### src/rtl/skewed_sync_multi.sv
// skewed_sync_multi: multi-channel skewed synchronizer aligning unary bitstreams to a reference channel
// Each non-reference channel stores/releases 1s in a saturating counter to force SCC of +1 (mode=0) or -1 (mode=1).
module skewed_sync_multi #(
  parameter int CH   = 3,
  parameter int DEP  = 2,
  parameter int REF  = 0,
  parameter int OREG = 0
) (
  input  logic                clk,
  input  logic                rst_n,
  input  logic                en,
  input  logic                mode,
  input  logic                flush,
  input  logic [CH-1:0]       in,
  output logic [CH-1:0]       out,
  output logic [CH*DEP-1:0]   cnt_o,
  output logic                pending
);
  logic [CH-1:0] o;
  for (genvar i = 0; i < CH; i++) begin : g_ch
    if (i == REF) begin : g_ref
      assign o[i] = in[i];
      assign cnt_o[i*DEP +: DEP] = '0;
    end else begin : g_skew
      logic [DEP-1:0] cnt;
      logic full, empty, up, dn;
      assign full  = &cnt;
      assign empty = ~|cnt;
      // store when this channel leads the wanted pairing; flush releases on any 0 slot
      assign up = en & ~flush & in[i] & (in[REF] == mode);
      assign dn = en & ~in[i] & (flush | (in[REF] != mode));
      assign o[i] = up ? full : dn ? ~empty : in[i];
      always_ff @(posedge clk) begin
        if (!rst_n) cnt <= '0;
        else if (up && !full) cnt <= cnt + DEP'(1);
        else if (dn && !empty) cnt <= cnt - DEP'(1);
      end
      assign cnt_o[i*DEP +: DEP] = cnt;
    end
  end
  assign pending = |cnt_o;
  if (OREG != 0) begin : g_oreg
    logic [CH-1:0] q;
    always_ff @(posedge clk) q <= rst_n ? o : '0;
    assign out = q;
  end else begin : g_comb
    assign out = rst_n ? o : '0;
  end
endmodule
### config.mk
export PLATFORM = sky130hd
export DESIGN_NAME = skewed_sync_multi
export DESIGN_NICKNAME = d
export VERILOG_FILES = /design/src/rtl/skewed_sync_multi.sv
export SDC_FILE = /design/constraint.sdc
export NUM_CORES = 1
export LEC_CHECK = 0
export BUFFER_PORTS_ARGS = -buffer_cell sky130_fd_sc_hd__buf_4
export CAP_MARGIN = 20
export CORE_AREA = 8 8 45 47
export DETAILED_ROUTE_END_ITERATION = 10
export DIE_AREA = 0 0 53 55
export GPL_TIMING_DRIVEN = 0
export SLEW_MARGIN = 25
export SYNTH_ARGS = -nofsm -noshare
export SYNTH_HDL_FRONTEND = slang
export SYNTH_SLANG_ARGS = --single-unit
export TNS_END_PERCENT = 100
### constraint.sdc
create_clock -name clk -period 1.9 [get_ports clk]
set_input_delay 0.19 -clock clk [delete_from_list [all_inputs] [get_ports clk]]
set_output_delay 0.19 -clock clk [all_outputs]
set_load 0.01 [all_outputs]
==> results of run 1 <==
## area by class of cell
cell class / count / area share, %
multi-input combinational: 43 / 52.01
timing repair buffer: 14 / 19.86
buffer: 3 / 4.255
sequential: 4 / 15.13
inverter: 1 / 0.7092
clock buffer: 3 / 4.255
tap: 16 / 3.783
## worst min-delay path, delay by kind of cell
kind / cells / cell delay, ns
simple gates: 1 / 0.04
buf+inv: 1 / 0.14
compound gates: 1 / 0.07
## worst paths after layout
| path | start | cells past startpoint | slack (ns) | to |
|---|---|---|---|---|
| setup reg to reg | g_ch[1].g_skew.cnt[1] | 3 | 1.02 | g_ch[1].g_skew.cnt[0] |
| hold / removal | rst_n | 3 | 0.26 | g_ch[2].g_skew.cnt[1] |
| setup / recovery | g_ch[1].g_skew.cnt[0] | 2 | 0.45 | pending |
| hold reg to reg | g_ch[1].g_skew.cnt[0] | 2 | 0.56 | g_ch[1].g_skew.cnt[0] |
## per-layer routing
| metal | track usage [%] | vias up |
|---|---|---|
| met5 | 0 | - |
| met2 | 11.91 | 16 |
| met3 | 4.813 | 0 |
| met4 | 2.586 | 0 |
| li1 | - | 218 |
| met1 | 8.018 | 184 |
## power by group
part	internal (uW)	leakage, uW	switching (uW)
combinational	40.4	0.000180	41.4
sequential	86.2	0.0000323	2.59
clock	70.5	0.0000138	32.4
## metrics by stage
step           utilization [%]  total power (uW)  hold WS, ns  setup WS, ns
2_1_floorplan                -             137.7       0.3310        0.7728
5_1_grt                  38.25             300.4       0.2692        0.3662
4_1_cts                  38.25             280.3       0.2592        0.4335
6_report                 38.25             273.4       0.2630        0.4489
3_3_place_gp             36.62             171.3       0.5033        0.5087
3_5_place_dp             36.62             172.4       0.5069        0.5054
## cell usage after synthesis, drive strengths merged
| cell type | count | area (um^2) |
|---|---|---|
| xor2 | 1 | 8.760 |
| a21oi | 4 | 20.02 |
| nand2 | 3 | 11.26 |
| clkbuf | 1 | 7.510 |
| nand3 | 1 | 5.000 |
| nor2 | 1 | 3.750 |
| buf | 2 | 15.01 |
| inv | 1 | 3.750 |
| o22ai | 4 | 25.02 |
| and2 | 3 | 21.27 |
| xnor2 | 1 | 16.27 |
| o21ai | 5 | 25.02 |
| dfxtp | 4 | 80.08 |
| nand3b | 4 | 30.03 |
| a31oi | 2 | 12.51 |
| or4 | 1 | 7.510 |
| nand2b | 2 | 12.51 |
| nor3 | 4 | 20.02 |
| a21boi | 3 | 33.78 |
| conb | 1 | 3.750 |
| a22oi | 2 | 15.01 |
## cells by family after synthesis
| group | share of synthesized area, % |
|---|---|
| AOI/OAI and AO/OA | 34.76 |
| xor gates and xnor gates | 6.624 |
| buffers and inverters | 6.952 |
| DFF | 21.19 |
| other | 0.9924 |
| and+or+nand+nor | 29.47 |
==> flow_metrics.py, run 1 <==
metrics = {
    "cts": {
        "cts.htree.levels": 1,
        "numClockSinks": 4,
        "cts-root-buf": "clkbuf_4",
        "cts_tree": "yes",
        "cts-buffers-inserted": 3,
        "clockBufferDepth": 2,
        "cts_setup_buffers": 0,
        "worst_skew_pair.late_latency_ns": 0.23,
        "postCtsHoldBufs": 0,
        "post_cts_resized": 0,
        "clkSlewWorstSetupHoldPaths_ns": 0.04,
    },
    "timing": {
        "rsz_0062_raised_after_global_routing": "false",
        "final.setup.tns_ns": 0,
        "final.setup_skew_ns": 0.00004204,
        "hold_violations": 0,
        "slew_violations": 0,
        "max_clock_freq_ghz": 0.6891,
        "finalCriticalPeriod_ns": 1.451,
        "layout_worst_path_cycle_share_pct": 76.37,
        "setup_failing_eps_final": 0,
    },
    "route": {
        "via_per_inst": 4.976,
        "antenna_left": 0,
        "wirelength_um": 984,
        "drt_pass1_iterations": 2,
        "m1_wire_length_um": 440,
        "route.met3.wl_um": 82,
        "first_iter_violations": 4,
        "num_vias": 418,
        "drcViolationCount": 0,
        "dr.max_layer_used": "met3",
        "met2_length_um": 462,
        "drt-wirelength-per-cell_um": 11.71,
    },
    "die": {
        "core_area_mm2": 0.001384,
        "floorplan.die_area_mm2": 0.002915,
        "placementRows": 14,
        "die-width_um": 53,
        "initial_util_pct": 27.31,
        "top_level_ports": 18,
        "die_h_um": 55,
    },
    "finish": {
        "synthToLayoutAreaGrowth_pct": 40.07,
        "drive_gt1_share_pct": 35.29,
        "layout.nets": 78,
        "largest_register_ffs": 4,
        "layout_commonest_cell": "buf_4",
        "fin_cells": 84,
        "fin_area_um2": 529.3,
        "sequential_cell_area_um2": 80.08,
        "multiInputGateArea_um2": 275.3,
        "registers.top_by_ff_count": "g_ch.g_skew.cnt",
        "biggestRegsByFlops": "g_ch.g_skew.cnt (4)",
        "final.fill_count": 158,
        "num_antenna_cells": 0,
    },
    "worst_setup_path": {
        "critPathArrivalTime_ns": 1.26,
        "critical_path.endpoint_type": "output port",
        "critical-path-slowest-cell": "or4_1",
        "path_max_fanout": 7,
        "crit_path_cell_trace": "or4_1 -> buf_4",
        "critPathLaunchType": "flip-flop",
        "cpPeakStageDelay_ns": 0.53,
        "crit_type": "reg -> out",
        "crit_required_ns": 1.71,
        "critical-path-top-delay-family": "simple AND/OR/NAND/NOR gates",
        "timing.critical_path.buf_inv": 1,
    },
    "global_route": {
        "largest_net_degree_at_the_start_of_global_routing": 10,
        "overflow": 0,
        "total_routing_usage_gr_pct": 7.529,
        "vias_in_the_first_global_route": 396,
        "grt_first_pass_wirelength_um": 1635,
        "antenna_found_initial": 0,
    },
    "placement": {
        "numPlacedInstances": 81,
        "dpl_cell_area_um2": 506.7,
        "place.detailed.hpwl_um": 803.3,
        "routabilityCongestion": 0.7397,
        "portbufs": 14,
    },
    "synth": {
        "synth.distinct_cells": 24,
        "mappedNetlistArea_um2": 377.9,
        "sequential_cell_area_fraction_in_the_yosys_report_pct": 21.19,
        "ys_warn_count": 0,
        "yosys_register_bits": 4,
        "synth_area_per_cell_um2": 7.557,
        "synth_cells": 50,
    },
    "hold_path": {
        "classification_of_the_worst_slack_hold_path": "in -> reg",
    },
    "pwr": {
        "ir_worst_vdd_mv": 0.2675,
        "static-leakage-power_uw": 0.0002260,
        "power_density_normalized_to_cell_area_mw_per_mm2": 516.6,
    },
    "run_status": {
        "run_status": "finished clean",
    },
    "run": {
        "drv.max_cap_violation_count": 0,
    },
}
Power figures use the tool's default switching activity.
==> run 2, diff against run 1 <==
- clock period: 1.9 -> 1.3 ns (I/O delays scaled with it)
==> flow_metrics.py, run 2 (synthesis results as in run 1) <==
metrics = {
    "run_status": {
        "run_status": "finished, violations left",
        "violations": "negative setup slack",
    },
    "die": {
        "placementRows": 14,
        "die-width_um": 53,
        "core_area_mm2": 0.001384,
        "top_level_ports": 18,
        "initial_util_pct": 27.31,
        "die_h_um": 55,
        "floorplan.die_area_mm2": 0.002915,
    },
    "pwr": {
        "power_frac_seq_pct": 29.6,
        "power.share.clock_pct": 36.9,
        "static-leakage-power_uw": 0.0002423,
        "ir_worst_vdd_mv": 0.3953,
        "p_int_uw": 291.6,
        "p_sw_share_pct": 28.65,
        "power_density_normalized_to_cell_area_mw_per_mm2": 696.3,
        "net-switching-power_uw": 117.1,
        "combPwrFrac_pct": 33.6,
    },
    "cts": {
        "cts-buffers-inserted": 3,
        "cts-root-buf": "clkbuf_4",
        "postCtsHoldBufs": 0,
        "numClockSinks": 4,
        "clockBufferDepth": 2,
        "worst_skew_pair.late_latency_ns": 0.23,
        "clkSlewWorstSetupHoldPaths_ns": 0.04,
        "cts_tree": "yes",
        "cts.htree.levels": 1,
    },
    "placement": {
        "numPlacedInstances": 81,
        "portbufs": 14,
        "dp_worst_setup_slack_ns": 0.02536,
        "place.detailed.hpwl_um": 803.3,
        "routabilityCongestion": 0.7397,
    },
    "finish": {
        "synthToLayoutAreaGrowth_pct": 55.30,
        "utilization_pct": 42.41,
        "final.fill_count": 149,
        "layout.nets": 80,
        "registers.top_by_ff_count": "g_ch.g_skew.cnt",
        "num_antenna_cells": 0,
        "layout_commonest_cell": "buf_4",
        "fin_cells": 86,
        "biggestRegsByFlops": "g_ch.g_skew.cnt (4)",
        "drive_gt1_share_pct": 47.14,
        "largest_register_ffs": 4,
    },
    "worst_setup_path": {
        "timing.critical_path.buf_inv": 1,
        "path_max_fanout": 2,
        "critical-path-top-delay-family": "simple AND/OR/NAND/NOR gates",
        "worst-r2r-cell-count": 3,
        "timing.rr.end": "g_ch[1].g_skew.cnt[0]",
        "cpPeakStageDelay_ns": 0.53,
        "critical-path-slowest-cell": "or4_4",
        "crit_type": "reg -> out",
        "setup.reg_to_reg.worst_slack_ns": 0.45,
        "worstSetupPathDepth": 2,
        "critPathLaunchType": "flip-flop",
        "r2r-start": "g_ch[1].g_skew.cnt[1]",
        "crit_path_cell_trace": "or4_4 -> buf_6",
        "critPathArrivalTime_ns": 1.22,
        "critical_path.endpoint_type": "output port",
        "crit_required_ns": 1.17,
    },
    "global_route": {
        "largest_net_degree_at_the_start_of_global_routing": 10,
        "total_routing_usage_gr_pct": 7.747,
        "antenna_found_initial": 0,
        "grt_first_pass_wirelength_um": 1669,
        "overflow": 0,
        "vias_in_the_first_global_route": 404,
    },
    "route": {
        "wirelength_um": 1025,
        "via_per_inst": 4.953,
        "drt-wirelength-per-cell_um": 11.92,
        "drcViolationCount": 0,
        "antenna_left": 0,
        "first_iter_violations": 10,
        "num_vias": 426,
        "drt_pass1_iterations": 4,
    },
    "timing": {
        "slew_violations": 0,
        "finalCriticalPeriod_ns": 1.352,
        "hold_violations": 0,
        "rsz_0062_raised_after_global_routing": "true",
        "layout_worst_path_cycle_share_pct": 104.0,
        "final.setup.tns_ns": -0.05182,
        "max_clock_freq_ghz": 0.7397,
        "final.setup_skew_ns": 0.00001871,
        "setup_failing_eps_final": 1,
        "setup_ws_ns": -0.05182,
    },
    "run": {
        "drv.max_cap_violation_count": 0,
    },
    "hold_path": {
        "worstHoldEndpoint": "g_ch[2].g_skew.cnt[1]",
        "classification_of_the_worst_slack_hold_path": "in -> reg",
        "hold_path.startpoint": "rst_n",
        "timing.hold.worst_path_depth": 3,
    },
}
## run 2: repair_timing
action,4_1_cts,5_1_grt
resized for setup,8,5
setup endpoints to repair,3,3
buffers inserted,2,0
pin swaps,0,1
endpoints found under the hold margin,0,0
## run 2: worst reg2reg max path, cell delays in order, from the launching register on
cell      delay (ns)
dfxtp_4         0.36
nand3b_1        0.15
o22ai_1         0.14
o22ai_1         0.09
## run 2: layout make-up
| type | instances | area [um^2] | area share [%] |
|---|---|---|---|
| flip-flops and latches | 4 | 95.09 | 16.20 |
| clock buffers | 3 | 22.52 | 3.838 |
| multi-input cells | 43 | 299.0 | 50.96 |
| well taps | 16 | 20.02 | 3.412 |
| inverters | 1 | 3.754 | 0.6397 |
| plain buffers | 3 | 22.52 | 3.838 |
| repair buffers | 16 | 123.9 | 21.11 |
## run 2: power by group through the flow
stage	logic (uW)	clock network (uW)	registers, uW
floorplan	69.5	0	132
global placement	119	0	132
detailed placement	120	0	132
CTS	130	159	125
global route	149	177	121
finish	137	151	121
## run 2: worst max-delay path by stage
stage,end,slack (ns),from
2_1_floorplan,pending,0.23,g_ch[1].g_skew.cnt[0]
3_3_place_gp,out[1],0.03,mode
3_5_place_dp,out[2],0.03,mode
4_1_cts,pending,-0.05,g_ch[1].g_skew.cnt[0]
5_1_grt,pending,-0.09,g_ch[1].g_skew.cnt[0]
6_report,pending,-0.05,g_ch[1].g_skew.cnt[0]
## run 2: per-stage QoR
step	hold slack, ns	total power, uW	instance area, um^2
global placement	0.4433	250.4	506.7
global route	0.1996	446.5	586.8
floorplan	0.2710	201.2	381.6
finish	0.1940	408.6	586.8
CTS	0.1919	414.1	561.8
detailed placement	0.4469	252.0	506.7
## run 2: per-layer routing
metal  up-vias  global-route usage, %  share of wire (%)
met4         0                  2.586                  0
li1        224                      -                  -
met3         0                  4.813                8.2
met5         -                      0                  0
met2        18                  12.30                 47
met1       184                  8.321                 44
